**src/rtl/ls279_pkg.sv**
```systemverilog
// Shared types and constants for the SN74LS279 drive sequencer.
package ls279_pkg;

  localparam int CNT_W = 8;
  localparam int NCH   = 4;

  typedef enum logic [1:0] {
    ST_IDLE  = 2'd0,
    ST_SET_P = 2'd1,
    ST_CLR_P = 2'd2,
    ST_GAP   = 2'd3
  } chan_state_e;

  // Down-counter load value for a phase lasting `cycles` clocks.
  function automatic logic [CNT_W-1:0] cnt_load(input int unsigned cycles);
    return CNT_W'(cycles - 1);
  endfunction

endpackage

```
**src/rtl/ls279_drive_chan.sv**
```systemverilog
// One LS279 latch channel: request FSM, pulse/gap down-counter, optional Q readback.
// Readback compare is built only when LS279_READBACK_EN is defined.
//
// state    | meaning
// ST_IDLE  | both inputs high, waiting for a request
// ST_SET_P | /S held low for PW cycles
// ST_CLR_P | /R held low for PW cycles
// ST_GAP   | both inputs high for GAP cycles while the latch settles
module ls279_drive_chan
  import ls279_pkg::*;
#(
  parameter int unsigned PW  = 2,
  parameter int unsigned GAP = 2
) (
  input  logic clk,
  input  logic rst,
  input  logic set_req,
  input  logic clr_req,
`ifdef LS279_READBACK_EN
  input  logic q,
`endif
  output logic s_n,
  output logic r_n,
  output logic ack,
  output logic busy,
  output logic err
);

  localparam logic [CNT_W-1:0] PW_LD  = cnt_load(PW);
  localparam logic [CNT_W-1:0] GAP_LD = cnt_load(GAP);

  chan_state_e      state_q, state_d;
  logic [CNT_W-1:0] cnt_q, cnt_d;
  logic             s_n_q, s_n_d;
  logic             r_n_q, r_n_d;
  logic             ack_q, ack_d;
  logic             busy_q, busy_d;
  logic             cnt_zero;
  logic             can_accept;

`ifdef LS279_READBACK_EN
  logic             last_set_q, last_set_d;
  logic             err_q, err_d;
`endif

  assign cnt_zero   = (cnt_q == '0);
  // The final GAP cycle behaves like IDLE so a held request sees PW+GAP occupancy.
  assign can_accept = (state_q == ST_IDLE) || ((state_q == ST_GAP) && cnt_zero);

  always_comb begin
    state_d = state_q;
    cnt_d   = cnt_q;
    s_n_d   = 1'b1;
    r_n_d   = 1'b1;
    ack_d   = 1'b0;
    busy_d  = busy_q;
`ifdef LS279_READBACK_EN
    last_set_d = last_set_q;
    err_d      = err_q;
`endif

    case (state_q)
      ST_IDLE: begin
        busy_d = 1'b0;
      end
      ST_SET_P: begin
        busy_d = 1'b1;
        if (cnt_zero) begin
          state_d = ST_GAP;
          cnt_d   = GAP_LD;
        end else begin
          cnt_d = cnt_q - CNT_W'(1);
          s_n_d = 1'b0;
        end
      end
      ST_CLR_P: begin
        busy_d = 1'b1;
        if (cnt_zero) begin
          state_d = ST_GAP;
          cnt_d   = GAP_LD;
        end else begin
          cnt_d = cnt_q - CNT_W'(1);
          r_n_d = 1'b0;
        end
      end
      ST_GAP: begin
        busy_d = 1'b1;
        if (cnt_zero) begin
          state_d = ST_IDLE;
          busy_d  = 1'b0;
        end else begin
          cnt_d = cnt_q - CNT_W'(1);
        end
      end
      default: begin
        state_d = ST_IDLE;
        busy_d  = 1'b0;
      end
    endcase

    // Clear has priority so /S and /R are never both driven low.
    if (can_accept && (set_req || clr_req)) begin
      ack_d  = 1'b1;
      busy_d = 1'b1;
      cnt_d  = PW_LD;
      if (clr_req) begin
        state_d = ST_CLR_P;
        r_n_d   = 1'b0;
      end else begin
        state_d = ST_SET_P;
        s_n_d   = 1'b0;
      end
`ifdef LS279_READBACK_EN
      last_set_d = !clr_req;
      err_d      = 1'b0;
`endif
    end

`ifdef LS279_READBACK_EN
    // Mismatch from the finishing operation beats the clear of a back-to-back accept,
    // otherwise a held request would hide every failure. An x on q lands in else.
    if ((state_q == ST_GAP) && cnt_zero) begin
      if (q == last_set_q) begin
        err_d = err_d;
      end else begin
        err_d = 1'b1;
      end
    end
`endif
  end

  always_ff @(posedge clk) begin
    if (rst) begin
      state_q <= ST_IDLE;
      cnt_q   <= '0;
      s_n_q   <= 1'b1;
      r_n_q   <= 1'b1;
      ack_q   <= 1'b0;
      busy_q  <= 1'b0;
`ifdef LS279_READBACK_EN
      last_set_q <= 1'b0;
      err_q      <= 1'b0;
`endif
    end else begin
      state_q <= state_d;
      cnt_q   <= cnt_d;
      s_n_q   <= s_n_d;
      r_n_q   <= r_n_d;
      ack_q   <= ack_d;
      busy_q  <= busy_d;
`ifdef LS279_READBACK_EN
      last_set_q <= last_set_d;
      err_q      <= err_d;
`endif
    end
  end

  assign s_n  = s_n_q;
  assign r_n  = r_n_q;
  assign ack  = ack_q;
  assign busy = busy_q;
`ifdef LS279_READBACK_EN
  assign err  = err_q;
`else
  assign err  = 1'b0;
`endif

endmodule

```
**src/rtl/ls279_drive_seq.sv**
```systemverilog
// Quad SN74LS279 /S-/R pulse sequencer: NCH independent ls279_drive_chan instances.
// Q readback and err flags exist only when LS279_READBACK_EN is defined.
module ls279_drive_seq
  import ls279_pkg::*;
#(
  parameter int unsigned PW  = 2,
  parameter int unsigned GAP = 2
) (
  input  logic           clk,
  input  logic           rst,
  input  logic [NCH-1:0] set_req,
  input  logic [NCH-1:0] clr_req,
  input  logic [NCH-1:0] q,
  output logic [NCH-1:0] s_n,
  output logic [NCH-1:0] r_n,
  output logic [NCH-1:0] ack,
  output logic [NCH-1:0] busy,
  output logic [NCH-1:0] err
);

`ifndef LS279_READBACK_EN
  logic unused_q;
  assign unused_q = ^q;
`endif

  for (genvar i = 0; i < NCH; i++) begin : g_chan
    ls279_drive_chan #(
      .PW  (PW),
      .GAP (GAP)
    ) u_chan (
      .clk     (clk),
      .rst     (rst),
      .set_req (set_req[i]),
      .clr_req (clr_req[i]),
`ifdef LS279_READBACK_EN
      .q       (q[i]),
`endif
      .s_n     (s_n[i]),
      .r_n     (r_n[i]),
      .ack     (ack[i]),
      .busy    (busy[i]),
      .err     (err[i])
    );
  end

endmodule

```
**config.mk**
```make
export PLATFORM = sky130hd
export DESIGN_NAME = ls279_drive_seq
export DESIGN_NICKNAME = d
export VERILOG_FILES = /design/src/rtl/ls279_pkg.sv /design/src/rtl/ls279_drive_chan.sv /design/src/rtl/ls279_drive_seq.sv
export SDC_FILE = /design/constraint.sdc
export NUM_CORES = 1
export LEC_CHECK = 0
export ABC_AREA = 1
export CAP_MARGIN = 40
export CORE_ASPECT_RATIO = 0.5
export CORE_UTILIZATION = 52
export DETAILED_ROUTE_END_ITERATION = 10
export GPL_TIMING_DRIVEN = 0
export PLACE_DENSITY = 0.73
export SLEW_MARGIN = 20
export SYNTH_ARGS = -nofsm -noshare
export SYNTH_HDL_FRONTEND = slang
export SYNTH_SLANG_ARGS = --single-unit
```
**constraint.sdc**
```tcl
create_clock -name clk -period 1.75 [get_ports clk]
set_input_delay 0.175 -clock clk [delete_from_list [all_inputs] [get_ports clk]]
set_output_delay 0.175 -clock clk [all_outputs]
set_load 0.02 [all_outputs]
```
**Yosys cells after proc, flatten, opt, wreduce, memory -nomap -nowiden**

Index checks and enable logic that the tools add are counted.

- Reductions and logical operators: 52
- Eq/ne operators: 28
- Multiplexer cells: 80
- Add/subtract/negate cells: 4

Operator list:

| cell | count |
|---|---|
| $mux W8 | 8 |
| $pmux W8 S2 | 4 |
| $mux W1 | 44 |
| $logic_not A8 Y1 | 4 |
| $mux W2 | 16 |
| $sub A8 B1 Y8 const B | 4 |
| $eq A2 B2 Y1 const B | 8 |
| $pmux W2 S2 | 4 |
| $reduce_and A2 Y1 | 8 |
| $reduce_or A2 Y1 | 8 |
| $ne A3 B1 Y1 const B | 4 |
| $ne A3 B2 Y1 const B | 4 |
| $ne A3 B3 Y1 const B | 4 |
| $pmux W1 S3 | 4 |
| $reduce_and A3 Y1 | 4 |
| $reduce_bool A3 Y1 | 4 |
| $eq A2 B1 Y1 const B | 4 |
| $logic_and A1 B1 Y1 | 8 |
| $logic_not A2 Y1 | 4 |
| $logic_or A1 B1 Y1 | 8 |
| $ne A2 B2 Y1 const B | 4 |
| $reduce_bool A2 Y1 | 4 |

- Logic and storage cells: 192
- Output and inout port bits: 20
- Register bits: 56
- Bits of input ports: 14

**Depth between registers and ports, before layout**

- Word-level depth: 6
- Depth in mapped cells: 11
- Mapped depth without buffers: 11

**By module**

A second synthesis with hierarchy kept.

- Cell total of the unflattened synthesis: 480
- Area total of the unflattened synthesis: 3,663.5 µm²

By module, submodules not included:

| module | seq. area each (µm²) | cells each | times used | area each (µm²) |
|---|---|---|---|---|
| ls279_drive_chan | 280.3 | 120 | 4 | 915.9 |

**Worst setup path after synthesis**

OpenSTA, ideal clock, no wires.

- Kind: reg-to-reg
- From: register g_chan[0].u_chan.state_q[0]
- To: register g_chan[0].u_chan.cnt_q[3]
- Slack: 53 ps
- Data required time: 1,634 ps
- Clock period less this slack: 1,697 ps
- Library setup time: 116 ps
- Data arrival time: 1,581 ps
- Stages on the path, launching flop included: 9
- Buffers on the path: 1
- Cell sequence: dfxtp_1 inv_1 ha_1 or2_2 clkbuf_1 nand2_1 nor2_1 xnor2_1 nor2_1

- Longest elaborated chain between the ends: 5
- Elaborated cells on any way between the ends: 13
- Classes of those cells: eq/ne: 4; mux: 1; reduce/logical: 8

RTL lines:

| element | line | source |
|---|---|---|
| start, declared | ls279_drive_chan.sv:32 | `chan_state_e state_q, state_d;` |
| start signal, assigned | ls279_drive_chan.sv:145 | `state_q <= state_d;` |
| $eq A2 B2 Y1 | ls279_drive_chan.sv:48, ls279_drive_chan.sv:62 |  |
| $logic_and A1 B1 Y1 | ls279_drive_chan.sv:48 | `assign can_accept = (state_q == ST_IDLE) \|\| ((state_q == ST_GAP) && cnt_zero);` |
| $logic_or A1 B1 Y1 | ls279_drive_chan.sv:48 |  |
| $logic_and A1 B1 Y1 | ls279_drive_chan.sv:102 | `if (can_accept && (set_req \|\| clr_req)) begin` |
| $reduce_or A2 Y1 (no line) | - |  |
| end signal, assigned | ls279_drive_chan.sv:146 | `cnt_q <= cnt_d;` |
| end, declared | ls279_drive_chan.sv:33 | `logic [CNT_W-1:0] cnt_q, cnt_d;` |

Parallel ways exist; a longest one is shown, timed or not.
A chain may end at the register's enable or synchronous reset.

**Worst setup path in the final report**

- From: register g_chan[2].u_chan.state_q[1]
- To: register g_chan[2].u_chan.cnt_q[5]

- Longest elaborated chain between the ends: 5
- Elaborated cells on any way between the ends: 13
- Classes of those cells: eq/ne: 4; mux: 1; reduce/logical: 8

RTL lines:

| element | line |
|---|---|
| start, declared | ls279_drive_chan.sv:32 |
| start signal, assigned | ls279_drive_chan.sv:145 |
| $eq A2 B2 Y1 | ls279_drive_chan.sv:48, ls279_drive_chan.sv:62 |
| $logic_and A1 B1 Y1 | ls279_drive_chan.sv:48 |
| $logic_or A1 B1 Y1 | ls279_drive_chan.sv:48 |
| $logic_and A1 B1 Y1 | ls279_drive_chan.sv:102 |
| $reduce_or A2 Y1 (no line) | - |
| end signal, assigned | ls279_drive_chan.sv:146 |
| end, declared | ls279_drive_chan.sv:33 |

Parallel ways exist; a longest one is shown, timed or not.

==> impl_metrics.yaml <==
timing:
  finalHoldWorstSlack_ns: 0.282
  setup_viol: 0
  tns_ns: 0
  grt_setup_unrepaired: "true"
  max_freq_ghz: 0.615
  period_needed_ns: 1.63
  hold_viol_final: 0
  tightestPinTransition_ns: 0.605
  slew_violations: 0
  fin_crit_sh_pct: 93.0
  slew_headroom_pct: 59.7
  skew_ns: 0.00364
final_layout:
  antennaDiodeCount: 0
  nNetsFinal: 561
  synthToLayoutAreaGrowth_pct: 19.5
  layout-drive-gt1-share_pct: 13.7
  final_cells: 608
  nFillCells: 554
  fin_util_pct: 65.3
setup_path:
  arrival_ns: 1.82
  crit_required_ns: 1.95
  cp_max_fo: 5
  worstSetupPathType: "register to register"
  start_kind: "register"
  cp-end-kind: "register"
  rr_startpoint: "g_chan[2].u_chan.state_q[1]"
  startpoint: "g_chan[2].u_chan.state_q[1]"
synthesis:
  postSynth.asyncResetShare_pct: 0
  yosys_warnings: 0
  ys_seq_area_share_pct: 33.5
  synth_edf_count: 0
  synthTopCellsByArea: "dfxtp_1, nand2_1, ha_1"
  avgSynthCellArea_um2: 6.99
  netlist_area_um2: 3350
  yosysTopAreaCell: "dfxtp_1"
  synthFlopType: "dfxtp_1"
  yosys.cell_types.count: 30
  synth.top_cell.area_share_pct: 33.5
  synthCells: 479
  synth_seq_cells: 56
global_route:
  track_usage_pct: 21.2
  grt_overflow_total: 0
  grt_pass1_wl_um: 11400
  grt_max_degree: 16
  first_global_vias: 2629
  antenna_found_initial: 0
clock_tree:
  cts_inserted_buffers: 5
  clkTransAtPathRegs_ns: 0.07
  clock_path_buffers: 2
  cts_tree: "built"
  clock-sinks: 56
  h-tree-depth: 2
  cts_root_buffer: "clkbuf_16"
  clkLatencyLatePin_ns: 0.30
hold_path:
  hold_start: "rst"
  worstHoldPathType: "input pin to register"
run:
  maxCapViolations: 0
floorplanning:
  io_pins: 34
  die_x_um: 116
  core-area_um2: 6130
  num_rows: 20
  initial_core_util_pct: 54.6
  die_area_um2: 6790
  die_y_um: 58.8
routing:
  routed_wl_um: 6650
  drc_errors: 0
  drt_iter0_drc: 159
  routed_via_density: 4.89
  drtAntennaViolNets: 0
  dr.pass1.iters: 4
  routed-via-count: 2974
  wire_per_inst_um: 10.9
outcome:
  outcome: "completed"
placement:
  dp_hpwl_um: 4790
  port_buffers: 24
  place.gp.congestion: 0.828
  post-place-cells: 594
[worst paths after layout]
kind	end	slack, ns	depth (start not counted)
max	g_chan[2].u_chan.cnt_q[5]	0.12	8
min	g_chan[3].u_chan.busy	0.28	2
max reg2reg	g_chan[2].u_chan.cnt_q[5]	0.12	8
min reg2reg	g_chan[0].u_chan.cnt_q[1]	0.47	2
[area by class of cell]
| type | instances | area (µm²) | share of cell area [%] |
|---|---|---|---|
| multi-input combinational | 334 | 1910 | 47.8 |
| sequential | 56 | 1120 | 28.0 |
| timing repair buffer | 31 | 293 | 7.31 |
| inverter | 67 | 251 | 6.28 |
| buffer | 24 | 166 | 4.16 |
| clock buffer | 8 | 146 | 3.66 |
| tap | 88 | 110 | 2.75 |
[registers in the layout (all words and copies together), names as in the netlist]
name / count
g_chan.u_chan.cnt_q: 32
g_chan.u_chan.state_q: 8
g_chan.u_chan.ack: 4
g_chan.u_chan.busy: 4
g_chan.u_chan.r_n: 4
g_chan.u_chan.s_n: 4
[layout by cell type (no fill, tap or decap), types with 2 or more instances in the layout]
cell type and n:
o2111ai_1 5, nor2_4 7, or2_2 4, a31oi_1 2
conb_1 4, nand2_4 4, o21ai_0 19, nand2_2 11
nor2_1 47, clkbuf_1 5, a21oi_1 30, inv_2 3
nand2_1 99, nor3_1 5, ha_4 2, xnor2_1 2
nand3_1 37, o211ai_1 6, clkbuf_16 5, xor2_1 7
dfxtp_1 55, inv_1 64, buf_4 27, ha_1 25
clkdlybuf4s50_1 24, nor2_2 2, nand4_1 6, or2_1 2
[what timing repair did]
item,4_1_cts,5_1_grt
cloned,0,0
buffers inserted,0,7
endpoints found under the setup margin,9,37
pin swaps,0,4
gates resized for setup,3,23
hold buffers,0,0
[logic make-up after synthesis]
group | share of synthesized area [%]
and+or+nand+nor | 29.5
AOI/OAI and AO/OA | 11.5
adders and majority gates | 10.5
xor gates and xnor gates | 2.35
buffers and inverters | 12.6
DFF | 33.5
other | 0.112
[synthesized netlist by cell type, types with 6 or more instances]
library cell,number
a21oi_1,30
buf_4,20
dfxtp_1,56
ha_1,28
inv_1,66
nand2_1,108
nand2_2,6
nand3_1,38
nand4_1,6
nor2_1,50
o211ai_1,6
o21ai_0,19
xor2_1,7
[per-layer routing]
metal	global-route usage (%)	wire [µm]	up-vias	part of all wire, %
li1	-	-	1586	-
met1	28.5	3410	1346	51
met4	4.27	34	0	0.51
met5	0	0	-	0
met2	35.1	2980	37	45
met3	4.94	217	5	3.3
[through the flow]
| stage | setup slack, ns | cell area [µm²] |
|---|---|---|
| after floorplan | 0.0532 | 3360 |
| after global placement | -0.154 | 3710 |
| after detailed placement | -0.163 | 3710 |
| after CTS | 0.00613 | 3860 |
| after global routing | -0.0186 | 4000 |
| final | 0.123 | 4000 |
[worst max-delay path, cell delays in order (launching register included)]
cell and delay, ns:
dfxtp_1 0.36, inv_1 0.11, ha_4 0.31, nor2_1 0.04, inv_1 0.12, nand2_1 0.13, o211ai_1 0.22, buf_4 0.18
nor2_1 0.05
Power is left out: the tool's default activity adds up to more than one toggle a clock period on the data nets, which glitch-free logic cannot reach.
